## src/rtl/serial_subtractor.sv

```systemverilog
// rtl/serial_subtractor.sv - bit-serial unsigned subtractor, one full-subtractor cell and a registered borrow
//
// Purpose:
//   Computes {bout, diff} = a - b - bin one bit per clock, LSB first.
//   A start accepted while idle loads the operands; WIDTH edges later the
//   result registers update and done pulses for one cycle.
//
// Ports:
//   clk    in   rising-edge clock
//   rst    in   synchronous, active-high reset
//   start  in   request, sampled only while busy=0
//   a      in   [WIDTH] minuend, captured on the accepting edge
//   b      in   [WIDTH] subtrahend, captured with a
//   bin    in   borrow-in, captured with a
//   busy   out  high while an operation is in progress
//   done   out  one-cycle pulse, diff/bout newly updated
//   diff   out  [WIDTH] (a - b - bin) mod 2^WIDTH
//   bout   out  borrow-out, 1 iff a < b + bin (unsigned)

module serial_subtractor #(
  parameter int WIDTH = 8
) (
  input  logic             clk,
  input  logic             rst,
  input  logic             start,
  input  logic [WIDTH-1:0] a,
  input  logic [WIDTH-1:0] b,
  input  logic             bin,
  output logic             busy,
  output logic             done,
  output logic [WIDTH-1:0] diff,
  output logic             bout
);

  localparam int            CW   = $clog2(WIDTH + 1);
  localparam logic [CW-1:0] LAST = CW'(WIDTH - 1);

  typedef enum logic {
    S_IDLE  = 1'b0,
    S_SHIFT = 1'b1
  } state_t;

  state_t r_state;
  state_t w_next_state;

  logic [WIDTH-1:0] r_opa_sh;
  logic [WIDTH-1:0] r_opb_sh;
  logic [WIDTH-1:0] r_res_sh;
  logic             r_br;
  logic [CW-1:0]    r_cnt;
  logic             r_done;
  logic [WIDTH-1:0] r_diff;
  logic             r_bout;

  logic             w_x;
  logic             w_y;
  logic             w_d;
  logic             w_br_next;
  logic             w_last;
  logic [WIDTH-1:0] w_res_next;

  // Full-subtractor cell on the current LSBs and the running borrow.
  assign w_x       = r_opa_sh[0];
  assign w_y       = r_opb_sh[0];
  assign w_d       = w_x ^ w_y ^ r_br;
  assign w_br_next = (~w_x & w_y) | (~(w_x ^ w_y) & r_br);

  // New difference bit enters at the MSB; shift form keeps WIDTH=1 legal.
  assign w_res_next = (r_res_sh >> 1) | (WIDTH'(w_d) << (WIDTH - 1));

  assign w_last = (r_state == S_SHIFT) && (r_cnt == LAST);

  // State register.
  always_ff @(posedge clk) begin
    if (rst) begin
      r_state <= S_IDLE;
    end else begin
      r_state <= w_next_state;
    end
  end

  // Next-state logic.
  always_comb begin
    w_next_state = r_state;
    case (r_state)
      S_IDLE:  if (start)  w_next_state = S_SHIFT;
      S_SHIFT: if (w_last) w_next_state = S_IDLE;
      default: w_next_state = S_IDLE;
    endcase
  end

  // Outputs decoded from state; done/diff/bout come straight from registers.
  always_comb begin
    busy = (r_state == S_SHIFT);
  end

  assign done = r_done;
  assign diff = r_diff;
  assign bout = r_bout;

  // Datapath: operand shifters, result shifter, borrow, bit counter and
  // the result registers that only change on the final bit.
  always_ff @(posedge clk) begin
    if (rst) begin
      r_opa_sh <= '0;
      r_opb_sh <= '0;
      r_res_sh <= '0;
      r_br     <= 1'b0;
      r_cnt    <= '0;
      r_done   <= 1'b0;
      r_diff   <= '0;
      r_bout   <= 1'b0;
    end else begin
      r_done <= w_last;
      case (r_state)
        S_IDLE: begin
          if (start) begin
            r_opa_sh <= a;
            r_opb_sh <= b;
            r_br     <= bin;
            r_res_sh <= '0;
            r_cnt    <= '0;
          end
        end
        S_SHIFT: begin
          r_opa_sh <= r_opa_sh >> 1;
          r_opb_sh <= r_opb_sh >> 1;
          r_res_sh <= w_res_next;
          r_br     <= w_br_next;
          r_cnt    <= r_cnt + CW'(1);
          if (w_last) begin
            r_diff <= w_res_next;
            r_bout <= w_br_next;
          end
        end
        default: ;
      endcase
    end
  end

endmodule
```

## config.mk

```make
export PLATFORM = sky130hd
export DESIGN_NAME = serial_subtractor
export DESIGN_NICKNAME = d
export VERILOG_FILES = /design/src/rtl/serial_subtractor.sv
export SDC_FILE = /design/constraint.sdc
export NUM_CORES = 1
export LEC_CHECK = 0
export BUFFER_PORTS_ARGS = -buffer_cell sky130_fd_sc_hd__buf_2
export CORE_UTILIZATION = 30
export CTS_CLUSTER_SIZE = 8
export DETAILED_ROUTE_END_ITERATION = 10
export PLACE_DENSITY = 0.53
export RECOVER_POWER = 25
export REMOVE_ABC_BUFFERS = 1
export SKIP_CTS_REPAIR_TIMING = 1
export SLEW_MARGIN = 30
export SYNTH_ARGS = -nofsm -noshare
export SYNTH_HDL_FRONTEND = slang
export SYNTH_SLANG_ARGS = --single-unit
```

## constraint.sdc

```tcl
create_clock -name clk -period 1.39 [get_ports clk]
set_input_delay 0.3475 -clock clk [delete_from_list [all_inputs] [get_ports clk]]
set_output_delay 0.3475 -clock clk [all_outputs]
set_load 0.005 [all_outputs]
```

## Word level (Yosys, flattened, before mapping)

Cells that the tools add are included.

| storage, ports and cells | value |
|---|---|
| flip-flop bits (word level) | 40 |
| output and inout port bits | 11 |
| word-level logic and storage cells | 36 |

| cells by class | value |
|---|---|
| eq/ne operators | 2 |
| bitwise gates (word level) | 9 |
| reductions and logical operators | 2 |
| muxes and demuxes | 13 |
| add/sub/neg operators | 1 |

Operators with widths:

| kind | count |
|---|---|
| 8-bit one-hot mux with 2 select lines | 3 |
| 8-bit 2-to-1 mux | 3 |
| 7-bit by 8-bit OR with 8-bit output | 1 |
| 4-bit one-hot mux with 2 select lines | 1 |
| 4-bit by 1-bit adder with 4-bit output (second input constant) | 1 |
| 4-bit by 3-bit equality test with 1-bit output (second input constant) | 1 |
| 4-bit 2-to-1 mux | 1 |
| 1-bit one-hot mux with 2 select lines | 2 |
| 1-bit 2-to-1 mux | 3 |
| 1-bit NOT | 3 |
| 1-bit AND | 2 |
| 2-bit inequality test (second input constant) | 1 |
| 2-bit AND reduction | 1 |
| 1-bit bitwise XOR | 2 |
| 1-bit logical AND | 1 |
| 1-bit OR | 1 |

## Logic depth before layout (Yosys ltp)

| logic depth | value |
|---|---|
| depth after elaboration | 5 |
| mapped depth | 6 |

## Worst setup path after synthesis

No wires, ideal clock.

| path | value |
|---|---|
| kind | in2reg |
| start point | input port start |
| end point | register r_opa_sh[0] |
| stages on the path | 5 |
| library setup time | 0.128 ns |
| slack | 0.210 ns |
| buffers on the path | 2 |
| data required time | 1.262 ns |
| arrival | 1.052 ns |
| cell sequence | buf_6 -> buf_12 -> mux2_4 -> mux2i_1 -> nor2_1 |

| between the ends | value |
|---|---|
| longest elaborated chain between the ends | 1 |

RTL lines:

| element | RTL line | text |
|---|---|---|
| from (decl) | 25 | `input logic start,` |
| 2-bit inequality test (no source line) | - |  |
| to (signal assigned) | 126 | `r_opa_sh <= r_opa_sh >> 1;` |
| to (decl) | 46 | `logic [WIDTH-1:0] r_opa_sh;` |

No other way between the ends.
A chain may end at the register's enable or synchronous reset.

## Final worst setup path

| path | value |
|---|---|
| start point | register r_state (netlist: busy) |
| end point | output port busy |

RTL lines:

| element | RTL line | text |
|---|---|---|
| from (decl) | 43 | `state_t r_state;` |
| from (signal assigned) | 78 | `r_state <= w_next_state;` |
| to (decl) | 29 | `output logic busy,` |

No word-level cell between the ends.

==> results.ini <==
[run_status]
status=complete, no violations

[floorplan]
core_mm2=0.00557
io_pins=31
die_width_um=78.4
start_util=0.314
std_cell_rows=27
die_y_um=78.4
die_area_mm2=0.00614

[critical_path]
crit_path_max_incr_delay_ns=0.46
cp_top_family=flip-flops
critPathKind=flip-flop to output port
worst-path-buf-inv=1
worstPathRequired_ns=1.04
r2r_slack_ns=0.16
worstPathMaxFanout=10
endpoint=busy
startpoint=busy
crit_cells=1
crit_arrival_ns=0.90
worst_setup_path_start_kind=flip-flop
reg2regPathDepth=5
r2r-start=r_cnt[0]
path_cells=buf_2
worst_path_max_delay_cell=dfxtp_2
critPathCaptureType=output port
r2r_end=diff[5]

[routing]
drtIter0Drc=57
routed_wl_mm=3.14
vias=1224
wl_per_cell_um=11.4
first_pass_iters=6
drtAntennaViolNets=0
drc=0
vias_per_cell=4.45

[placement]
io_buffers=30
place_hpwl_mm=2.11
gp_congestion=0.700

[sta]
finalCritPeriodShare=0.898
setup_tns_ns=0
setup_viol=0
rsz0062_at_grt=false
period_minus_slack_ns=1.25
fmax_ghz=0.801
slew_headroom=0.771
worst_slew_pin_slew_ns=0.343
fin_worst_skew_ns=0.00395
slew_violations=0
finalHoldViolCount=0

[global_route]
grtUsageMet1=0.152
grt_pass1_vias=1146
overflow=0
busiest_layer=met2
grt_use_total=0.116
grt_pass1_wl_mm=5.44
antenna_found_initial=0
grt_use_met3=0.0349
grt_max_degree=40
grtUsageMet2=0.174

[worst_hold_path]
hp-class=input pin to flip-flop
hold_depth=3

[synth]
synth_top_family_by_area=multiplexers
synth_top_area_cell=dfxtp_1
synth.area.mux_share=0.202
synth-seq-area-share=0.446
syn_inst=171
netlist_area_mm2=0.00175
synthXorXnorAreaFrac=0
synth_fa_ha_area_frac=0.0186
yosys_warnings=0
yosys.area_share.simple=0.188
avgSynthCellArea_um2=10.2
synth_top_area_frac=0.446
yosys-top-cells-area=dfxtp_1 (45%), mux2i_1 (9.7%), mux2_4 (6.0%)
synth-seq-cells=39
synth_compound_area_frac=0.0751
synthDistinctLibCells=27

[cells_and_area]
syn2layout_area_growth_pct=19.6
nets=224
layout-drive-gt1-share=0.330
antenna_cells=0

[cts]
clk_latency_ns=0.29
cts_num_sinks=39
htreeDepth=2
clock_path_buffers=2
clk_pin_slew_ns=0.08
cts_buffers=5
cts-root-buf=clkbuf_8
cts_tree=yes

[pwr]
ir_drop_mv=0.659
power.density_mw_per_mm2=1220
p_total_w=0.00255
power_leakage_nw=0.881

[job]
drv_cap=0

## registers in the layout, summed over array words and instances, names as in the netlist
| register | count |
|---|---|
| diff | 8 |
| r_opa_sh | 8 |
| r_opb_sh | 8 |
| r_cnt | 4 |
| r_br | 1 |
| bout | 1 |
| r_res_sh | 7 |
| done | 1 |
| busy | 1 |
## tightest hold or removal path, cell delays in order
cell     delay (ns)
buf_2          0.07
mux2i_1        0.05
nor3_1         0.12
## metrics by stage
step                       util  setup WS [ns]  instance area (um^2)  hold WS, ns  std cells
after global routing      0.375         0.0150                  2090        0.358        275
after CTS                 0.377          0.113                  2100        0.347        275
after global placement    0.354         0.0801                  1970        0.441        267
after detailed placement  0.354         0.0590                  1970        0.445        267
after floorplan               -         -0.823                  1640        0.412        158
final                     0.375          0.141                  2090        0.349        275
## cells by family after synthesis
group | after synthesis
AND/OR/NAND/NOR | 60
flip-flops | 39
multiplexers | 31
AO/OA/AOI/OAI | 23
buffers and inverters | 16
adder cells (fa/ha/maj) | 2
## where the power goes
group | leakage, nW | total, W | switching (W) | internal [W]
logic | 0.498 | 0.000256 | 0.000119 | 0.000137
clock network | 0.0654 | 0.00111 | 0.000393 | 0.000717
registers | 0.318 | 0.00118 | 0.0000267 | 0.00116
total | 0.881 | 0.00255 | 0.000539 | 0.00201
## placed cells by master (no fill, tap or decap)
| master | count |
|---|---|
| mux2i_1 | 17 |
| a211oi_1 | 3 |
| nor3b_1 | 3 |
| nor2_4 | 1 |
| nand3_1 | 2 |
| nand2_1 | 17 |
| fa_1 | 1 |
| dfxtp_2 | 1 |
| nor2_1 | 25 |
| and4b_1 | 1 |
| clkbuf_1 | 2 |
| bufinv_16 | 2 |
| buf_4 | 3 |
| mux2_4 | 7 |
| nor3_1 | 3 |
| a31oi_1 | 1 |
| nor3b_2 | 5 |
| a211oi_2 | 1 |
| mux2_2 | 7 |
| buf_12 | 3 |
| buf_2 | 30 |
| nor2b_1 | 1 |
| dfxtp_1 | 38 |
| inv_1 | 3 |
| nand4b_2 | 1 |
| or3b_1 | 1 |
| clkbuf_8 | 5 |
| a21oi_1 | 18 |
| ha_2 | 1 |
## worst min path at each step
stage                            from           to  slack [ns]
after floorplan                   rst         bout        0.41
after global placement    r_res_sh[1]      diff[0]        0.44
after detailed placement      diff[0]      diff[0]        0.44
after CTS                        b[7]  r_opb_sh[7]        0.35
after global routing             b[7]  r_opb_sh[7]        0.36
final                            b[7]  r_opb_sh[7]        0.35
## Yosys cell counts
| library cell | n |
|---|---|
| nor3_1 | 3 |
| buf_12 | 2 |
| nand4b_2 | 1 |
| mux2_4 | 7 |
| or3b_1 | 1 |
| a211oi_2 | 1 |
| nor2_1 | 25 |
| a211oi_1 | 3 |
| ha_1 | 1 |
| buf_2 | 2 |
| nor3b_2 | 7 |
| and4b_1 | 1 |
| inv_1 | 3 |
| nand3_1 | 2 |
| nand2_1 | 17 |
| dfxtp_1 | 39 |
| fa_1 | 1 |
| nor2b_1 | 1 |
| mux2_2 | 7 |
| buf_6 | 1 |
| mux2i_1 | 17 |
| nor3b_1 | 1 |
| a31oi_1 | 1 |
| a21oi_1 | 18 |
| clkbuf_1 | 3 |
| buf_4 | 5 |
| nor2_4 | 1 |
## area by class of cell
type / count / area, um^2
fillers: 584 / 3480
inverters: 3 / 11.3
repair buffers: 37 / 236
multi-input cells: 116 / 840
well taps: 72 / 90.1
flip-flops and latches: 39 / 782
clock buffers: 6 / 72.6
clock inverters: 2 / 60.1
## per-layer routing
metal,part of all wire,up-vias
li1,-,648
met1,0.50,544
met2,0.44,25
met3,0.041,7
met4,0.018,0
met5,0,-
(Power assumes the default switching activity.)
